[src/rtl/multi_cycle_ctrl_pkg.sv]
// Shared encodings and instruction classes for the multi-cycle MIPS controller.
package multi_cycle_ctrl_pkg;

    typedef enum logic [2:0] {
        ST_FETCH  = 3'd0,
        ST_DECODE = 3'd1,
        ST_EXEC   = 3'd2,
        ST_MEM    = 3'd3,
        ST_WB     = 3'd4
    } state_e;

    localparam logic [2:0] NPC_PC4 = 3'd0;
    localparam logic [2:0] NPC_BEQ = 3'd1;
    localparam logic [2:0] NPC_J   = 3'd2;
    localparam logic [2:0] NPC_JR  = 3'd3;

    localparam logic [3:0] ALU_ADD  = 4'd0;
    localparam logic [3:0] ALU_SUB  = 4'd1;
    localparam logic [3:0] ALU_OR   = 4'd2;
    localparam logic [3:0] ALU_SLT  = 4'd3;
    localparam logic [3:0] ALU_SLTU = 4'd4;
    localparam logic [3:0] ALU_SLL  = 4'd5;

    localparam logic [1:0] DM_WORD = 2'd0;
    localparam logic [1:0] DM_HALF = 2'd1;
    localparam logic [1:0] DM_BITE = 2'd2;

    localparam logic [1:0] M1_RT  = 2'd0;
    localparam logic [1:0] M1_RD  = 2'd1;
    localparam logic [1:0] M1_R31 = 2'd2;

    localparam logic [1:0] M2_ALU = 2'd0;
    localparam logic [1:0] M2_DW  = 2'd1;
    localparam logic [1:0] M2_NPC = 2'd2;
    localparam logic [1:0] M2_LUI = 2'd3;

    localparam logic M3_GRF = 1'b0;
    localparam logic M3_EXT = 1'b1;
    localparam logic M4_GRF = 1'b0;
    localparam logic M4_SA  = 1'b1;
    localparam logic EXT_ZERO   = 1'b0;
    localparam logic EXT_SIGNED = 1'b1;

    localparam logic [5:0] OP_RTYPE = 6'h00;
    localparam logic [5:0] OP_J     = 6'h02;
    localparam logic [5:0] OP_JAL   = 6'h03;
    localparam logic [5:0] OP_BEQ   = 6'h04;
    localparam logic [5:0] OP_ORI   = 6'h0D;
    localparam logic [5:0] OP_LUI   = 6'h0F;
    localparam logic [5:0] OP_LB    = 6'h20;
    localparam logic [5:0] OP_LH    = 6'h21;
    localparam logic [5:0] OP_LW    = 6'h23;
    localparam logic [5:0] OP_SB    = 6'h28;
    localparam logic [5:0] OP_SH    = 6'h29;
    localparam logic [5:0] OP_SW    = 6'h2B;

    localparam logic [5:0] FN_SLL  = 6'h00;
    localparam logic [5:0] FN_SLLV = 6'h04;
    localparam logic [5:0] FN_JR   = 6'h08;
    localparam logic [5:0] FN_ADDU = 6'h21;
    localparam logic [5:0] FN_SUBU = 6'h23;
    localparam logic [5:0] FN_SLT  = 6'h2A;
    localparam logic [5:0] FN_SLTU = 6'h2B;

    typedef enum logic [4:0] {
        I_NOP, I_ADDU, I_SUBU, I_ORI, I_LW, I_SW, I_BEQ, I_JAL, I_JR, I_SLT,
        I_LUI, I_LB, I_SB, I_LH, I_SH, I_SLL, I_SLLV, I_SLTU, I_J
    } instr_e;

    typedef struct packed {
        instr_e     instr;
        logic [3:0] alu_op;
        logic       ext_op;
        logic [1:0] dm_op;
        logic       if_signed;
        logic [1:0] m1_sel;
        logic [1:0] m2_sel;
        logic       m3_sel;
        logic       m4_sel;
    } dec_t;

    function automatic logic is_load(input instr_e i);
        return (i == I_LW) || (i == I_LH) || (i == I_LB);
    endfunction

    function automatic logic is_store(input instr_e i);
        return (i == I_SW) || (i == I_SH) || (i == I_SB);
    endfunction

    function automatic logic is_rtype(input instr_e i);
        return (i == I_ADDU) || (i == I_SUBU) || (i == I_SLT) || (i == I_SLTU) ||
               (i == I_SLL) || (i == I_SLLV) || (i == I_JR);
    endfunction

endpackage

[src/rtl/multi_cycle_ctrl_decode.sv]
// Combinational instruction decode: classifies Op/Func and produces the
// state-independent datapath selects.
module mc_decode
    import multi_cycle_ctrl_pkg::*;
(
    input  logic [5:0] op_i,
    input  logic [5:0] func_i,
    output dec_t       dec_o
);

    instr_e instr;

    always_comb begin
        instr = I_NOP;
        case (op_i)
            OP_RTYPE: begin
                case (func_i)
                    FN_ADDU: instr = I_ADDU;
                    FN_SUBU: instr = I_SUBU;
                    FN_SLT:  instr = I_SLT;
                    FN_SLTU: instr = I_SLTU;
                    FN_SLL:  instr = I_SLL;
                    FN_SLLV: instr = I_SLLV;
                    FN_JR:   instr = I_JR;
                    default: instr = I_NOP;
                endcase
            end
            OP_ORI:  instr = I_ORI;
            OP_LUI:  instr = I_LUI;
            OP_LW:   instr = I_LW;
            OP_LH:   instr = I_LH;
            OP_LB:   instr = I_LB;
            OP_SW:   instr = I_SW;
            OP_SH:   instr = I_SH;
            OP_SB:   instr = I_SB;
            OP_BEQ:  instr = I_BEQ;
            OP_J:    instr = I_J;
            OP_JAL:  instr = I_JAL;
            default: instr = I_NOP;
        endcase
    end

    always_comb begin
        dec_o.instr     = instr;
        dec_o.alu_op    = ALU_ADD;
        dec_o.ext_op    = EXT_ZERO;
        dec_o.dm_op     = DM_WORD;
        dec_o.if_signed = 1'b0;
        dec_o.m1_sel    = M1_RT;
        dec_o.m2_sel    = M2_ALU;
        dec_o.m3_sel    = M3_GRF;
        dec_o.m4_sel    = M4_GRF;

        case (instr)
            I_SUBU, I_BEQ: dec_o.alu_op = ALU_SUB;
            I_ORI:         dec_o.alu_op = ALU_OR;
            I_SLT:         dec_o.alu_op = ALU_SLT;
            I_SLTU:        dec_o.alu_op = ALU_SLTU;
            I_SLL, I_SLLV: dec_o.alu_op = ALU_SLL;
            default:       dec_o.alu_op = ALU_ADD;
        endcase

        if (is_load(instr) || is_store(instr)) begin
            dec_o.ext_op = EXT_SIGNED;
            dec_o.m3_sel = M3_EXT;
        end
        if (instr == I_ORI)
            dec_o.m3_sel = M3_EXT;

        if ((instr == I_LH) || (instr == I_SH))
            dec_o.dm_op = DM_HALF;
        else if ((instr == I_LB) || (instr == I_SB))
            dec_o.dm_op = DM_BITE;

        dec_o.if_signed = (instr == I_LB) || (instr == I_LH);

        if (is_rtype(instr))
            dec_o.m1_sel = M1_RD;
        else if (instr == I_JAL)
            dec_o.m1_sel = M1_R31;

        if (is_load(instr))
            dec_o.m2_sel = M2_DW;
        else if (instr == I_LUI)
            dec_o.m2_sel = M2_LUI;
        else if (instr == I_JAL)
            dec_o.m2_sel = M2_NPC;

        if (instr == I_SLL)
            dec_o.m4_sel = M4_SA;
    end

endmodule

[src/rtl/multi_cycle_ctrl.sv]
// Multi-cycle MIPS control FSM: sequences FETCH/DECODE/EXEC/MEM/WB and gates
// the architectural write enables.
module multi_cycle_ctrl
    import multi_cycle_ctrl_pkg::*;
(
    input  logic       clk,
    input  logic       reset,
    input  logic [5:0] Op,
    input  logic [5:0] Func,
    input  logic       Zero,
    input  logic       DMReady,
    output logic       PCWr,
    output logic       IRWr,
    output logic       WE,
    output logic       DMWr,
    output logic [2:0] NPCOp,
    output logic [3:0] ALUOp,
    output logic [1:0] DMOp,
    output logic [1:0] M1Sel,
    output logic [1:0] M2Sel,
    output logic       EXTOp,
    output logic       IfSigned,
    output logic       M3Sel,
    output logic       M4Sel,
    output logic [2:0] State,
    output logic       InstrDone
);

    dec_t   dec;
    state_e state_q, state_d;
    logic   done_q;
    logic   pc_wr, ir_wr, rf_we, dm_wr;
    logic [2:0] npc_op;

    mc_decode u_decode (
        .op_i   (Op),
        .func_i (Func),
        .dec_o  (dec)
    );

    // Enables are decoded from the current state because Op (fresh IR) and
    // Zero are only valid in the same cycle they are consumed.
    always_comb begin
        state_d = state_q;
        pc_wr   = 1'b0;
        ir_wr   = 1'b0;
        rf_we   = 1'b0;
        dm_wr   = 1'b0;
        npc_op  = NPC_PC4;
        case (state_q)
            ST_FETCH: begin
                ir_wr   = 1'b1;
                pc_wr   = 1'b1;
                state_d = ST_DECODE;
            end
            ST_DECODE: begin
                case (dec.instr)
                    I_J: begin
                        pc_wr   = 1'b1;
                        npc_op  = NPC_J;
                        state_d = ST_FETCH;
                    end
                    I_JAL: begin
                        pc_wr   = 1'b1;
                        npc_op  = NPC_J;
                        rf_we   = 1'b1;
                        state_d = ST_FETCH;
                    end
                    I_JR: begin
                        pc_wr   = 1'b1;
                        npc_op  = NPC_JR;
                        state_d = ST_FETCH;
                    end
                    I_NOP:   state_d = ST_FETCH;
                    default: state_d = ST_EXEC;
                endcase
            end
            ST_EXEC: begin
                if (dec.instr == I_BEQ) begin
                    npc_op  = NPC_BEQ;
                    pc_wr   = Zero;
                    state_d = ST_FETCH;
                end else if (is_load(dec.instr) || is_store(dec.instr)) begin
                    state_d = ST_MEM;
                end else begin
                    state_d = ST_WB;
                end
            end
            ST_MEM: begin
                dm_wr = is_store(dec.instr);
                if (DMReady)
                    state_d = is_store(dec.instr) ? ST_FETCH : ST_WB;
            end
            ST_WB: begin
                rf_we   = 1'b1;
                state_d = ST_FETCH;
            end
            default: state_d = ST_FETCH;
        endcase
    end

    always_ff @(posedge clk or negedge reset) begin
        if (!reset) begin
            state_q <= ST_FETCH;
            done_q  <= 1'b0;
        end else begin
            state_q <= state_d;
            done_q  <= (state_d == ST_FETCH) && (state_q != ST_FETCH);
        end
    end

    // Reset masks the enables combinationally so an in-flight access dies at once.
    assign PCWr      = reset & pc_wr;
    assign IRWr      = reset & ir_wr;
    assign WE        = reset & rf_we;
    assign DMWr      = reset & dm_wr;
    assign NPCOp     = npc_op;
    assign State     = state_q;
    assign InstrDone = done_q;

    assign ALUOp    = dec.alu_op;
    assign EXTOp    = dec.ext_op;
    assign DMOp     = dec.dm_op;
    assign IfSigned = dec.if_signed;
    assign M1Sel    = dec.m1_sel;
    assign M2Sel    = dec.m2_sel;
    assign M3Sel    = dec.m3_sel;
    assign M4Sel    = dec.m4_sel;

endmodule

[config.mk]
export PLATFORM = sky130hd
export DESIGN_NAME = multi_cycle_ctrl
export DESIGN_NICKNAME = d
export VERILOG_FILES = /design/src/rtl/multi_cycle_ctrl_pkg.sv /design/src/rtl/multi_cycle_ctrl_decode.sv /design/src/rtl/multi_cycle_ctrl.sv
export SDC_FILE = /design/constraint.sdc
export NUM_CORES = 1
export LEC_CHECK = 0
export ABC_AREA = 1
export CAP_MARGIN = 20
export CELL_PAD_IN_SITES_DETAIL_PLACEMENT = 2
export CELL_PAD_IN_SITES_GLOBAL_PLACEMENT = 2
export CORE_ASPECT_RATIO = 1.2
export CORE_MARGIN = 3
export CORE_UTILIZATION = 17
export CTS_CLUSTER_SIZE = 24
export DETAILED_ROUTE_END_ITERATION = 6
export GPL_TIMING_DRIVEN = 0
export PLACE_DENSITY = 0.81
export SLEW_MARGIN = 20
export SYNTH_ARGS = -nofsm -noshare
export SYNTH_HDL_FRONTEND = slang
export SYNTH_SLANG_ARGS = --single-unit
[constraint.sdc]
create_clock -name clk -period 1.8 [get_ports clk]
set_input_delay 0.36 -clock clk [delete_from_list [all_inputs] [get_ports clk]]
set_output_delay 0.36 -clock clk [all_outputs]
set_load 0.005 [all_outputs]
Word level (Yosys, flattened, before mapping)
Cells that the tools add are included.
{"block": "word_totals", "regBits": 4, "elab_cells": 99, "out_inout_bits": 25}
{"block": "classes", "n_reduce_logical": 26, "eq_ne": 39, "bitwise": 4, "muxes": 28}
{"cell": "== test 6 bit (second input constant)", "count": 10}
{"cell": "case mux 5 bit (12 select lines)", "count": 1}
{"cell": "== test 5 x 4 -> 1 bit (second input constant)", "count": 8}
{"cell": "case mux 5 bit (7 select lines)", "count": 1}
{"cell": "== test 5 x 3 -> 1 bit (second input constant)", "count": 4}
{"cell": "== test 6 x 4 -> 1 bit (second input constant)", "count": 3}
{"cell": "== test 5 bit (second input constant)", "count": 3}
{"cell": "case mux 3 bit (5 select lines)", "count": 1}
{"cell": "logical OR 1 bit", "count": 14}
{"cell": "two-way mux 2 bit", "count": 7}
{"cell": "== test 6 x 2 -> 1 bit (second input constant)", "count": 2}
{"cell": "== test 6 x 3 -> 1 bit (second input constant)", "count": 2}
{"cell": "zero test 6 bit", "count": 2}
{"cell": "two-way mux 3 bit", "count": 4}
{"cell": "case mux 3 bit (4 select lines)", "count": 1}
{"cell": "== test 5 x 2 -> 1 bit (second input constant)", "count": 2}
{"cell": "two-way mux 1 bit", "count": 9}
{"cell": "case mux 2 bit (2 select lines)", "count": 2}
{"cell": "== test 3 x 2 -> 1 bit (second input constant)", "count": 2}
{"cell": "zero test 3 bit", "count": 2}
{"cell": "OR reduction 2 bit", "count": 3}
{"cell": "== test 5 x 1 -> 1 bit (second input constant)", "count": 1}
{"cell": "zero test 5 bit", "count": 1}
{"cell": "AND 1 bit", "count": 4}
{"cell": "other kinds (8)", "count": 8}

Depth between registers and ports, before layout
Gate-level depths: netlist (run 1).
{"block": "depth", "word_depth": 12, "depth_mapped": 15}

Modules after synthesis
A second synthesis (run 1) with hierarchy kept.
{"block": "hier_totals", "cells_unflattened": 192, "area_unflattened_um2": 1048.5}
{"mod": "mc_decode", "seq_area_each_um2": 0.0, "cells_per_inst": 113, "area_per_inst_um2": 595.6, "n_inst": 1}
{"mod": "multi_cycle_ctrl", "seq_area_each_um2": 100.1, "cells_per_inst": 79, "area_per_inst_um2": 452.9, "n_inst": 1}

Worst setup path after synthesis (run 1)
Ideal clock, no wire load.
{"block": "synth_timing", "path_kind": "input -> output", "startpoint": "in Op[5]", "endpoint": "out PCWr", "required_ns": 1.440, "setup_slack_ns": 0.019, "path_buffers": 0, "cell_stages": 13, "t_arrival_ns": 1.421, "cell_sequence": "nor2_2 -> nand3_2 -> inv_2 -> o21ai_1 -> nand2_2 -> inv_2 -> nor2_4 -> nand2_2 -> nand2_2 -> nand2_2 -> inv_2 -> nor2_1 -> nor2_2"}
{"block": "synth_between", "elab_chain_len": 7, "word_cells_on_any_way": 22, "cone_classes": "eq/ne: 15; mux: 4; bitwise: 1; reduce/logical: 2"}
{"element": "start: declaration", "line": "multi_cycle_ctrl.sv:8", "rtl": "input logic [5:0] Op,"}
{"element": "== test 6 x 2 -> 1 bit, or another cell as far along", "line": "multi_cycle_ctrl_decode.sv:15", "rtl": "case (op_i)"}
{"element": "case mux 5 bit (12 select lines) (*)", "line": "multi_cycle_ctrl_decode.sv:15"}
{"element": "== test 5 bit, or another cell as far along", "line": "multi_cycle_ctrl.sv:57", "rtl": "case (dec.instr)"}
{"element": "OR reduction 3 bit (no source line)"}
{"element": "two-way mux 1 bit", "line": "multi_cycle_ctrl.sv:57"}
{"element": "case mux 1 bit (3 select lines) (*)", "line": "multi_cycle_ctrl.sv:50", "rtl": "case (state_q)"}
{"element": "AND 1 bit (*)", "line": "multi_cycle_ctrl.sv:113", "rtl": "assign PCWr = reset & pc_wr;"}
{"element": "end: declaration", "line": "multi_cycle_ctrl.sv:12", "rtl": "output logic PCWr,"}
Mark *: on every way between the ends. The rest lies on a longest branch, timed or not.

Final worst setup path (run 1)
{"block": "layout_timing", "startpoint": "in Op[5]", "endpoint": "out M3Sel"}
{"block": "layout_between", "elab_chain_len": 8, "word_cells_on_any_way": 27, "cone_classes": "eq/ne: 18; mux: 3; reduce/logical: 6"}
{"element": "== test 6 x 2 -> 1 bit, or another cell as far along", "line": "multi_cycle_ctrl_decode.sv:15"}
{"element": "case mux 5 bit (12 select lines) (*)", "line": "multi_cycle_ctrl_decode.sv:15"}
{"element": "== test 5 x 3 -> 1 bit, or another cell as far along", "line": "multi_cycle_ctrl_pkg.sv:83", "rtl": "return (i == I_LW) || (i == I_LH) || (i == I_LB);"}
{"element": "logical OR 1 bit (on tied branches) (2 in a row)", "line": "multi_cycle_ctrl_pkg.sv:83, multi_cycle_ctrl_pkg.sv:87"}
{"element": "logical OR 1 bit", "line": "multi_cycle_ctrl_decode.sv:63", "rtl": "if (is_load(instr) || is_store(instr)) begin"}
{"element": "two-way mux 1 bit", "line": "multi_cycle_ctrl_decode.sv:63"}
{"element": "two-way mux 1 bit (*)", "line": "multi_cycle_ctrl_decode.sv:67", "rtl": "if (instr == I_ORI)"}
{"element": "end: declaration", "line": "multi_cycle_ctrl.sv:23", "rtl": "output logic M3Sel,"}
Marks and branches as above.

==> impl_metrics.csv, run 1 <==
group,metric,value,unit
worst_setup_path,cp_data_arrival_time,1.78,ns
timing,fin_hold_ws,0.1140,ns
worst_setup_path,crit_type,"in2out",
routing,dr.pass1.iters,4,
floorplan,start_util,18.18,%
routing,drt_iter0_markers,29,
global_routing,gr-usage-met1,16.77,%
place,placed_cell_area,1323,um^2
floorplan,core,4763,um^2
clock_tree,cts-root-buf,"clkbuf_8",
synthesis,synth.most_common_cell,"nand2_1",
clock_tree,tritoncts,"yes",
worst_setup_path,cp_slowest_cell,"clkdlybuf4s50_1",
global_routing,grt_usage,17.01,%
routing,drc,0,
synthesis,ys.flop_type,"dfrtp_1",
clock_tree,insertion_delay,0.21,ns
floorplan,die-area,5989,um^2
timing,slew_viol_final,0,
global_routing,grt_pass1_wl,8183,um
floorplan,die_h,84.18,um
clock_tree,htree_levels,1,
worst_setup_path,cp-start-kind,"input pin",
global_routing,grt_pass1_vias,1625,
global_routing,grtUsageMet3,2.036,%
worst_setup_path,timing.rr.end,"InstrDone",
worst_setup_path,cp_cell_sequence,"buf_6 > nor2_4 > buf_12 > nand2_4 > nor2_2 > inv_1 > nand3_1 > clkdlybuf4s50_1",
timing,clock.fmax,0.4681,GHz
synthesis,synth_edf_count,0,
worst_setup_path,crit_end,"M3Sel",
global_routing,antenna_found_initial,0,
power,power.total,1.246,mW
synthesis,yosysWarnings,0,
finish,antennaDiodeCount,0,
place,portBuffers,38,
place,gp_congestion,0.7611,
clock_tree,cts_buffers,3,
timing,min_period,2.136,ns
worst_setup_path,critPathTopFamily,"buffers and inverters",
floorplan,ioPinCount,41,
synthesis,synth_seq_area_share,11.56,%
global_routing,use_met2,35.95,%
place,dp_cells,263,
routing,antenna_left,0,
floorplan,die_w,71.15,um
power,pwr_density_cell,627.7,nW/um^2
timing,rsz0062_at_grt,"yes",
worst_setup_path,ff2ff_path_depth,5,
timing,fin_skew,0.002336,ns
timing,setup_slack,-0.3363,ns
timing,fin_crit_sh,118.7,%
worst_setup_path,path_depth,8,
synthesis,ys_ff_latch,4,
finish,stdcell_area,1986,um^2
finish,layout-drive-gt1-share,60.41,%
synthesis,yosys-top-cells-area,"nand2_1 (16%), inv_1 (13%), nor2_1 (12%)",
worst_setup_path,crit_buf_inv,4,
worst_setup_path,cp_max_fo,5,
global_routing,grt_max_degree,8,
synthesis,synth_area_per_cell,5.216,um^2
outcome,violations,"setup timing",
worst_setup_path,cpPeakStageDelay,0.51,ns
worst_setup_path,regToRegStartpoint,"State[2]",
finish,syn_to_final_growth,129.3,%
clock_tree,cts_buffer_depth,2,
global_routing,grt_busiest_layer,"met2",
routing,wl_per_cell,18.03,um
synthesis,syn_area,865.8,um^2
synthesis,postSynthCellCount,166,
synthesis,yosysTopAreaCellShare,16.04,%
job,drv_cap,0,
synthesis,synth-async-reset-ratio,100.0,%
finish,final_nets,263,
timing,setup_viol,11,
synthesis,synthDistinctLibCells,23,
outcome,status,"complete, but fails checks",
worst_setup_path,rrSetupSlack,0.24,ns
power,leakagePower,1.085,nW
routing,viasPerCell,4.627,
finish,fin_cells,303,
clock_tree,cts.clk_slew.worst_paths,0.03,ns
timing,finalHoldViolCount,0,
worst_setup_path,required,1.44,ns
worst_setup_path,crit_start,"Op[5]",
place,pre_cts_slack,-1.274,ns
routing,drt-total-wl,5462,um
synthesis,yosysTopAreaCell,"nand2_1",
global_routing,grt_overflow_total,0,
place,dp_hpwl,2934,um
worst_setup_path,crit_path_end_kind,"output port",
clock_tree,cts_sinks,4,
hold_path,hold_class,"in2async",
power,vdd_ir_drop_max,789.8,uV
routing,vias,1402,
synthesis,synth_commonest_cells,"nand2_1 (37), inv_1 (29), nor2_1 (28)",
floorplan,rows,27,
-- how the worst min path moves through the flow --
stage,from,endpoint,depth (start not counted)
global placement,reset,InstrDone,1
global route,reset,InstrDone,1
detailed placement,reset,State[0],1
floorplan,reset,InstrDone,0
finish,reset,InstrDone,1
CTS,reset,InstrDone,1
-- power breakdown --
group | switching (mW) | internal (mW)
Clock | 0.0367 | 0.142
Combinational | 0.450 | 0.413
Sequential | 0.0714 | 0.134
Total | 0.558 | 0.688
-- worst reg2reg max path: stages (launching register included) --
cell	delay (ns)
dfrtp_2	0.48
nor3_2	0.40
nand2_1	0.14
o21ai_0	0.15
o21bai_2	0.20
nor2_1	0.07
-- flip-flops by register name, summed over array words and instances, names as in the netlist --
signal	flops
State	3
InstrDone	1
-- layer usage --
| layer | share of wire [%] | vias up |
|---|---|---|
| met3 | 2.6 | 18 |
| met5 | 0 | - |
| li1 | - | 663 |
| met2 | 60 | 46 |
| met1 | 34 | 675 |
| met4 | 3.2 | 0 |
-- cells in the final DEF, fill, tap and decap left out, drive strengths merged --
cell / instances
nand3b: 1
nor2: 39
inv: 35
conb: 2
clkdlybuf4s15: 3
o21bai: 1
dfrtp: 4
nand4: 1
dlygate4sd2: 5
clkbuf: 5
o21ai: 7
nand3: 23
nor3: 4
dlymetal6s2s: 1
nor3b: 1
a21oi: 3
nand2: 44
buf: 57
clkdlybuf4s50: 9
-- logic make-up after synthesis --
family	count (synthesis)	synth area share, %
other cells	1	0.4331
compound gates	11	7.514
flops	4	11.56
buf+inv	37	16.91
simple gates	113	63.58
-- metrics by stage --
step / utilization (%) / setup TNS [ns]
6_report: 41.69 / -2.467
5_1_grt: 41.69 / -3.325
4_1_cts: 38.04 / -1.446
3_5_place_dp: 27.76 / -16.63
3_3_place_gp: 27.76 / -15.70
2_1_floorplan: - / 0
-- repair_timing --
item	CTS	global route
setup buffers	28	10
cloned	0	0
hold buffers	0	0
setup endpoints to repair	22	17
pin swaps	39	8
resized for setup	178	30
-- cell type report --
class	instances	area, um^2
clock buffer	3	41.29
timing repair buffer	75	646.9
multi-input combinational	126	970.9
inverter	35	136.4
tap	58	72.57
buffer	2	15.01
sequential	4	102.6
fill	547	2778
No activity file was read; power rests on OpenSTA's default activity.
==> run 2, diff against run 1 <==
- CORE_UTILIZATION: 17 -> 18
- PLACE_DENSITY: 0.81 -> 0.82
- SLEW_MARGIN: 20 -> default
- clock period: 1.8 -> 2.3 ns (I/O delays scaled with it)
==> run 2 against run 1 <==
  * The run still ends with setup timing left
  * Critical path type unchanged
  * Hold slack improved by 0.090 ns
  * Utilization decreased by 4.7 points
  * Sequential share of layout area increased by 0.68 points
  * Non-clock buffer count decreased by 11
  * Die area decreased by 5.1%
  * Highest routed layer unchanged
  * Largest power group unchanged
==> impl_metrics.csv, run 2 (synthesized netlist as in run 1, its figures left out) <==
group,metric,value,unit
power,pwr-share-seq,18.7,%
floorplan,ioPinCount,41,
clock_tree,cts_buffers,3,
outcome,violations,"setup timing",
clock_tree,cts-root-buf,"clkbuf_8",
hold_path,hold_class,"in2async",
routing,drc,0,
worst_setup_path,cp_cell_sequence,"buf_8 > nor2_4 > buf_6 > inv_4 > nor2_4 > nand2_1 > nand2_1 > inv_1 > nand3_4 > nor2_4 > nand2_2 > nand2_2 > nand2_2 > inv_2 > nor2_2 > nor2_2 > buf_2",
worst_setup_path,critPathTopFamily,"simple AND/OR/NAND/NOR gates",
place,dp_cells,263,
place,gp_congestion,0.7548,
floorplan,die_w,69.31,um
worst_setup_path,crit_type,"in2out",
timing,setup_viol,2,
floorplan,rows,27,
power,vdd_ir_drop_max,358.2,uV
finish,final_nets,252,
routing,wl_per_cell,15.28,um
finish,final_cell_mix,"nand2_1 (31), buf_4 (28), inv_1 (25)",
routing,antenna_left,0,
power,comb_power_share,62.0,%
clock_tree,cts_buffer_depth,2,
outcome,status,"complete, but fails checks",
power,pwr_density_cell,434.8,nW/um^2
worst_setup_path,crit_buf_inv,6,
floorplan,die-area,5682,um^2
worst_setup_path,cp-start-kind,"input pin",
routing,vias,1335,
power,switching_power,0.3231,mW
timing,slew_viol_final,0,
worst_setup_path,timing.rr.end,"InstrDone",
place,portBuffers,38,
worst_setup_path,crit_path_end_kind,"output port",
timing,fin_skew,0.0004364,ns
clock_tree,htree_levels,1,
power,intPower,0.4212,mW
place,dp_hpwl,2784,um
power,clkPwrFrac,19.3,%
job,drv_cap,0,
routing,drt_iter0_markers,31,
global_routing,grt_pass1_vias,1476,
worst_setup_path,cp_data_arrival_time,1.85,ns
clock_tree,cts.clk_slew.worst_paths,0.03,ns
timing,finalHoldViolCount,0,
finish,fin_cells,292,
timing,relSlewSlack,61.17,%
worst_setup_path,required,1.84,ns
global_routing,grt_max_degree,8,
floorplan,start_util,18.71,%
clock_tree,insertion_delay,0.21,ns
worst_setup_path,ff2ff_path_depth,5,
worst_setup_path,cp_max_fo,5,
timing,fin_hold_ws,0.2040,ns
timing,rsz0062_at_grt,"yes",
timing,worst_slew_pin_slew,0.5780,ns
finish,stdcell_area,1712,um^2
worst_setup_path,rrSetupSlack,0.66,ns
power,leakagePower,0.9752,nW
routing,drt-total-wl,4463,um
timing,fin_crit_sh,100.5,%
finish,layout-drive-gt1-share,48.72,%
worst_setup_path,cp_slowest_cell,"nor2_4",
routing,dr.pass1.iters,4,
timing,fin_setup_tns,-0.01580,ns
timing,min_period,2.311,ns
global_routing,grt_pass1_wl,6906,um
finish,final_common_cell,"nand2_1",
power,p_sw_share,43.41,%
global_routing,antenna_found_initial,0,
finish,largest_reg_flops,3,
place,placed_cell_area,1323,um^2
routing,viasPerCell,4.572,
global_routing,grt_usage,14.83,%
floorplan,die_h,81.98,um
finish,antennaDiodeCount,0,
floorplan,core,4628,um^2
timing,setup_slack,-0.01081,ns
finish,syn_to_final_growth,97.69,%
power,power.total,0.7442,mW
clock_tree,tritoncts,"yes",
clock_tree,cts_sinks,4,
worst_setup_path,regToRegStartpoint,"State[2]",
global_routing,grt_overflow_total,0,
timing,clock.fmax,0.4327,GHz
worst_setup_path,cpPeakStageDelay,0.20,ns
## run 2: power by group through the flow
stage	Clock, mW	Combinational, mW	Sequential, mW
global placement	0	0.381	0.132
finish	0.143	0.461	0.139
CTS	0.149	0.443	0.139
floorplan	0	0.200	0.130
detailed placement	0	0.401	0.136
global route	0.154	0.515	0.147
## run 2: final cells by class
class	count	area, um^2
Tap cell	58	72.57
Multi-Input combinational cell	126	810.8
Timing Repair Buffer	64	538.0
Inverter	35	133.9
Clock buffer	3	41.29
Fill cell	558	2917
Buffer	2	15.01
Sequential cell	4	100.1
## run 2: metrics by stage
stage,setup slack (ns),util [%]
after CTS,-0.06814,34.85
after global routing,-0.1653,36.98
after global placement,-0.9199,28.58
after floorplan,0.3190,-
final,-0.01081,36.98
after detailed placement,-0.9519,28.58
## run 2: how the worst max path moves through the flow
stage	from	endpoint	slack (ns)	cells after the start
2_1_floorplan	Op[5]	PCWr	0.32	13
3_3_place_gp	Op[0]	PCWr	-0.92	15
3_5_place_dp	Op[0]	PCWr	-0.95	15
4_1_cts	Op[2]	PCWr	-0.07	17
5_1_grt	Op[2]	PCWr	-0.17	17
6_report	Op[2]	PCWr	-0.01	17
## run 2: per-layer routing
layer  track usage [%]  up-vias  wire length [um]
met3             1.958        2                89
met1             15.51      668              1695
met4             1.953        0                15
met2             31.77       23              2662
met5                 0        -                 0
li1                  -      642                 -
## run 2: what timing repair did
action / CTS / global route
setup endpoints to repair: 19 / 12
resized for setup: 111 / 34
pin swaps: 23 / 19
hold buffers: 0 / 0
setup buffers: 22 / 4
